**src/rtl/cpu_io_pkg.sv**
```systemverilog
// Shared definitions for the CPU input conditioning stage.
//   - Default switch bus width and push-button count.
//   - Channel indices into the per-key debounce channel vector.
//   - Helper computing the debounce counter width from DB_COUNT.
package cpu_io_pkg;

  localparam int DEF_DW   = 8;
  localparam int DEF_NBTN = 3;

  localparam int CH_SAMPLE = 0;
  localparam int CH_BTN0   = 1;
  localparam int CH_BTN1   = 2;
  localparam int CH_BTN2   = 3;

  // The counter only ever reaches DB_COUNT-1, so clog2(DB_COUNT) bits suffice.
  // Clamped to 1 so a degenerate count still yields a legal vector.
  function automatic int cnt_width(input int db_count);
    int w;
    w = $clog2(db_count);
    if (w < 1) w = 1;
    return w;
  endfunction

endpackage

```
**src/rtl/cpu_input_stage_debounce_ch.sv**
```systemverilog
// debounce_ch: one key channel.
//   Two-flop synchroniser (s1, s2), then a debounce counter. The stable level
//   flips once s2 has differed from it for DB_COUNT consecutive edges; a
//   single-cycle press pulse accompanies each 0->1 flip.
// Ports:
//   clk, reset : clock and synchronous active-high reset
//   raw        : asynchronous key input, high = pressed
//   level      : debounced stable level (registered)
//   press      : one-cycle pulse on a debounced press (registered)
//   flip       : combinational, high when the stable level flips at the next
//                edge; lets the parent act on the same edge as the pulse
module debounce_ch
  import cpu_io_pkg::*;
#(
  parameter int DB_COUNT = 16
) (
  input  logic clk,
  input  logic reset,
  input  logic raw,
  output logic level,
  output logic press,
  output logic flip
);

  localparam int CW = cnt_width(DB_COUNT);
  localparam logic [CW-1:0] CNT_MAX = CW'(DB_COUNT - 1);

  logic          s1;
  logic          s2;
  logic [CW-1:0] cnt;

  assign flip = (s2 != level) && (cnt == CNT_MAX);

  always_ff @(posedge clk) begin
    if (reset) begin
      s1    <= 1'b0;
      s2    <= 1'b0;
      cnt   <= '0;
      level <= 1'b0;
      press <= 1'b0;
    end else begin
      s1    <= raw;
      s2    <= s1;
      press <= flip && !level;
      if (s2 == level) begin
        // Any return to the stable level restarts the count.
        cnt <= '0;
      end else if (cnt == CNT_MAX) begin
        level <= ~level;
        cnt   <= '0;
      end else begin
        cnt <= cnt + 1'b1;
      end
    end
  end

endmodule

```
**src/rtl/cpu_input_stage.sv**
```systemverilog
// cpu_input_stage: input conditioning directly upstream of the CPU core.
//   Synchronises the switches, Sample key and push buttons into the Clock
//   domain, debounces the keys, and captures the switch value on each
//   debounced Sample press.
// Ports:
//   Clock     : system clock, rising-edge
//   Reset     : synchronous active-high reset
//   DinRaw    : raw switch inputs (DW bits)
//   SampleRaw : raw Sample key, high = pressed
//   BtnsRaw   : raw push buttons (NBTN bits), high = pressed
//   Din       : switch value captured on the last Sample strobe
//   Sample    : one-cycle strobe on a debounced Sample press
//   Btns      : debounced button levels
//   BtnPress  : one-cycle pulse per button on a debounced press
module cpu_input_stage
  import cpu_io_pkg::*;
#(
  parameter int DB_COUNT = 16,
  parameter int DW       = DEF_DW,
  parameter int NBTN     = DEF_NBTN
) (
  input  logic            Clock,
  input  logic            Reset,
  input  logic [DW-1:0]   DinRaw,
  input  logic            SampleRaw,
  input  logic [NBTN-1:0] BtnsRaw,
  output logic [DW-1:0]   Din,
  output logic            Sample,
  output logic [NBTN-1:0] Btns,
  output logic [NBTN-1:0] BtnPress
);

  localparam int NCH = 1 + NBTN;

  logic [NCH-1:0] key_raw;
  logic [NCH-1:0] key_level;
  logic [NCH-1:0] key_press;
  logic [NCH-1:0] key_flip;

  logic [DW-1:0]  din_s1;
  logic [DW-1:0]  din_s2;
  logic           capture;

  // Channel 0 is the Sample key, channels 1..NBTN the buttons.
  assign key_raw = {BtnsRaw, SampleRaw};

  for (genvar i = 0; i < NCH; i++) begin : g_ch
    debounce_ch #(
      .DB_COUNT(DB_COUNT)
    ) u_ch (
      .clk  (Clock),
      .reset(Reset),
      .raw  (key_raw[i]),
      .level(key_level[i]),
      .press(key_press[i]),
      .flip (key_flip[i])
    );
  end

  assign Sample   = key_press[CH_SAMPLE];
  assign Btns     = key_level[NCH-1:1];
  assign BtnPress = key_press[NCH-1:1];

  // Capture on the same edge that raises Sample so Din is valid in the strobe
  // cycle. The switch bits may skew through their synchronisers, but they have
  // been settled for DB_COUNT cycles by the time the Sample key qualifies.
  assign capture = key_flip[CH_SAMPLE] && !key_level[CH_SAMPLE];

  always_ff @(posedge Clock) begin
    if (Reset) begin
      din_s1 <= '0;
      din_s2 <= '0;
      Din    <= '0;
    end else begin
      din_s1 <= DinRaw;
      din_s2 <= din_s1;
      if (capture) Din <= din_s2;
    end
  end

endmodule

```
**config.mk**
```make
export PLATFORM = sky130hd
export DESIGN_NAME = cpu_input_stage
export DESIGN_NICKNAME = d
export VERILOG_FILES = /design/src/rtl/cpu_io_pkg.sv /design/src/rtl/cpu_input_stage_debounce_ch.sv /design/src/rtl/cpu_input_stage.sv
export SDC_FILE = /design/constraint.sdc
export NUM_CORES = 1
export LEC_CHECK = 0
export CAP_MARGIN = 0
export CORE_MARGIN = 2
export CORE_UTILIZATION = 25
export DETAILED_ROUTE_END_ITERATION = 10
export HOLD_SLACK_MARGIN = 0.05
export PLACE_DENSITY = 0.39
export SETUP_SLACK_MARGIN = 0.02
export SYNTH_ARGS = -nofsm -noshare
export SYNTH_HDL_FRONTEND = slang
export SYNTH_SLANG_ARGS = --single-unit
```
**constraint.sdc**
```tcl
create_clock -name Clock -period 1.65 [get_ports Clock]
set_input_delay 0.2475 -clock Clock [delete_from_list [all_inputs] [get_ports Clock]]
set_output_delay 0.2475 -clock Clock [all_outputs]
set_load 0.05 [all_outputs]
```
==> flow_metrics.env <==
export IMPL_cts_tree="built"
export IMPL_netlist_area_leader_share=0.5722
export IMPL_max_stage_delay_ns=0.37
export IMPL_min_to="g_ch[3].u_ch.level"
export IMPL_rows=32
export IMPL_antenna_cells=0
export IMPL_worst_ep_required_time_ns=1.89
export IMPL_rr_worst_depth=5
export IMPL_synth_nets=196
export IMPL_relSlewSlack=0.6539
export IMPL_wl_per_cell_microns=10.16
export IMPL_hold_viol=0
export IMPL_die_h_microns=92.53
export IMPL_multi_input_area_sq_um=742.0
export IMPL_track_usage=0.07893
export IMPL_clkSlewWorstSetupHoldPaths_ns=0.09
export IMPL_place_gp_congestion=0.6700
export IMPL_leakagePower_uw=0.0009783
export IMPL_worst_pin_slew_ns=0.5191
export IMPL_hp_start="Reset"
export IMPL_critPathLaunchType="flop"
export IMPL_status="finished clean"
export IMPL_route_detailed_drc=0
export IMPL_grt_pass1_wl_microns=5244
export IMPL_synth_seq_cells=56
export IMPL_irDropWorstVdd_uv=276.0
export IMPL_fin_area_sq_mm=0.002349
export IMPL_hpwlAfterDp_microns=2204
export IMPL_synth_seq_area_share=0.5722
export IMPL_grt_pass1_vias=1166
export IMPL_cts_buffers=5
export IMPL_drv_slew=0
export IMPL_rrSetupSlack_ns=0.27
export IMPL_start_util=0.2562
export IMPL_finalSetupViolCount=0
export IMPL_fin_skew_ns=0.005137
export IMPL_ios=29
export IMPL_reg2reg_from="g_ch[0].u_ch.cnt[0]"
export IMPL_dpl_cell_area_sq_mm=0.002258
export IMPL_fillers=798
export IMPL_synth_area_sq_mm=0.001959
export IMPL_yosysWarnings=0
export IMPL_port_buffers=28
export IMPL_core_sq_mm=0.007647
export IMPL_postCtsHoldBufs=0
export IMPL_fin_setup_tns_ns=0
export IMPL_insertion_delay_ns=0.31
export IMPL_drtIter0Drc=10
export IMPL_routed_wl_microns=3098
export IMPL_syn_to_final_growth_pct=19.86
export IMPL_fin_crit_sh=0.8347
export IMPL_postRouteAntennaNets=0
export IMPL_powerDensity_mw_per_mm2=950.2
export IMPL_num_vias=1146
export IMPL_arrival_ns=1.62
export IMPL_avgViaCountPerCell=3.757
export IMPL_overflow=0
export IMPL_fmax_mhz=726.1
export IMPL_cts_max_path_buffers=2
export IMPL_drv_cap=0
export IMPL_die_area_sq_mm=0.008562
export IMPL_hold_path_depth=2
export IMPL_cts_repair_resized=0
export IMPL_synth_top_cells_by_area="dfxtp_1 57%, nor2b_1 7.7%, mux2i_1 6.1%"
export IMPL_dieWidth_microns=92.53
export IMPL_grt_max_degree=38
export IMPL_syn_mean_instance_area_sq_um=11.01
export IMPL_path_class="flop to flop"
export IMPL_seq_area_sq_mm=0.001121
export IMPL_fin_nets=220
export IMPL_drive_above_1_share=0.1281
export IMPL_crit_fanout=9
export IMPL_worstPathCellList="ha_1 > nand3_2 > nor3b_2 > buf_4 > mux2i_1"
export IMPL_r2r_end="Din[1]"
export IMPL_slowest_stage="dfxtp_1"
export IMPL_grt_antenna_before_repair=0
export IMPL_clock_sinks=56
export IMPL_yosysUniqueCellTypes=19
export IMPL_timing_final_crit_period_ns=1.377
export IMPL_cts_setup_buffers=0
export IMPL_rsz0062_at_grt="no"
export IMPL_cts_max_level=2
export IMPL_hold_class="input port to flop"
export IMPL_postSynthCellCount=178
export IMPL_crit_path_end_kind="flop"
export IMPL_clock_tree_root_cell="clkbuf_8"
export IMPL_drt_pass1_iter_count=4
export IMPL_synth_largest_area_cell="dfxtp_1"
[sequential cells by signal, indices dropped and copies added, names as in the netlist]
register,count
g_ch.u_ch.press,4
g_ch.u_ch.s2,4
g_ch.u_ch.s1,4
din_s1,8
g_ch.u_ch.level,4
Din,8
din_s2,8
g_ch.u_ch.cnt,16
[cell usage after synthesis]
library cell	number
nor2_1	16
and2b_1	1
dfxtp_1	56
clkbuf_1	4
buf_2	2
nand3_1	7
ha_1	4
nand2b_1	16
nand3b_1	4
nor3b_2	1
xor2_1	12
mux2i_1	12
and3b_1	4
buf_4	6
nand3_2	1
nor4b_1	3
buf_6	1
inv_1	4
nor2b_1	24
[power by group]
part	switching (uW)	internal [uW]	leakage [uW]
Combinational	32.3	55.0	0.000476
Clock	411	343	0.0000455
Sequential	10.1	1380	0.000457
Total	453	1780	0.000978
[logic make-up after synthesis]
family        count (synthesis)  share of synthesized area
simple gates                 77                     0.2382
mux                          12                    0.06131
fa+ha+maj                     4                    0.02554
xor+xnor                     12                    0.05364
flops                        56                     0.5722
buf+inv                      17                    0.04916
[worst max-delay path: cells and delay by family, from the launching register on]
kind                     cells  cell delay [ns]
adder cells (fa/ha/maj)      1             0.22
buffers and inverters        1             0.21
flip-flops                   1             0.37
multiplexers                 1             0.20
AND/OR/NAND/NOR              2             0.32
[routing by layer]
| metal | GRT usage | share of wire |
|---|---|---|
| met2 | 0.1253 | 0.47 |
| met1 | 0.09284 | 0.46 |
| met3 | 0.01953 | 0.036 |
| met4 | 0.05597 | 0.033 |
| met5 | 0 | 0 |
[how the worst max path moves through the flow]
stage	startpoint	to	slack (ns)
2_1_floorplan	g_ch[0].u_ch.cnt[0]	Din[0]	0.43
3_3_place_gp	g_ch[0].u_ch.cnt[0]	Din[5]	0.36
3_5_place_dp	g_ch[0].u_ch.cnt[0]	Din[1]	0.28
4_1_cts	g_ch[0].u_ch.cnt[0]	Din[1]	0.25
5_1_grt	g_ch[0].u_ch.cnt[0]	Din[7]	0.16
6_report	g_ch[0].u_ch.cnt[0]	Din[1]	0.27
[per-stage QoR]
stage | total power (uW) | utilization | hold WS (ns) | cells | worst slack, ns
after global placement | 1509 | 0.2953 | 0.4168 | 297 | 0.3569
after floorplan | 1472 | - | 0.3757 | 178 | 0.4267
final | 2232 | 0.3071 | 0.3990 | 305 | 0.2728
after detailed placement | 1513 | 0.2953 | 0.4269 | 297 | 0.2807
after global routing | 2340 | 0.3071 | 0.4563 | 305 | 0.1644
after CTS | 2275 | 0.3071 | 0.4126 | 305 | 0.2543
[cells in the final DEF, fill, tap and decap left out, types with 2 or more instances in the layout]
cell / Yosys / layout
clkbuf_1: 4 / 2
nor2_1: 16 / 16
and3b_1: 4 / 4
clkdlybuf4s50_1: 0 / 12
ha_1: 4 / 4
dfxtp_1: 56 / 56
nor2b_1: 24 / 24
buf_4: 6 / 17
inv_1: 4 / 4
nor4b_1: 3 / 3
nand3b_1: 4 / 4
clkbuf_8: 0 / 6
nand3_1: 7 / 7
mux2i_1: 12 / 12
xor2_1: 12 / 12
nand2b_1: 16 / 16
[cell type report]
class                   count  area share
repair buffers             30      0.1076
multi-input cells         105      0.3159
well taps                 102     0.05434
inverters                   4    0.006393
clock buffers               8     0.03836
flip-flops and latches     56      0.4774
Note: power is estimated with default switching activity, not from simulation.
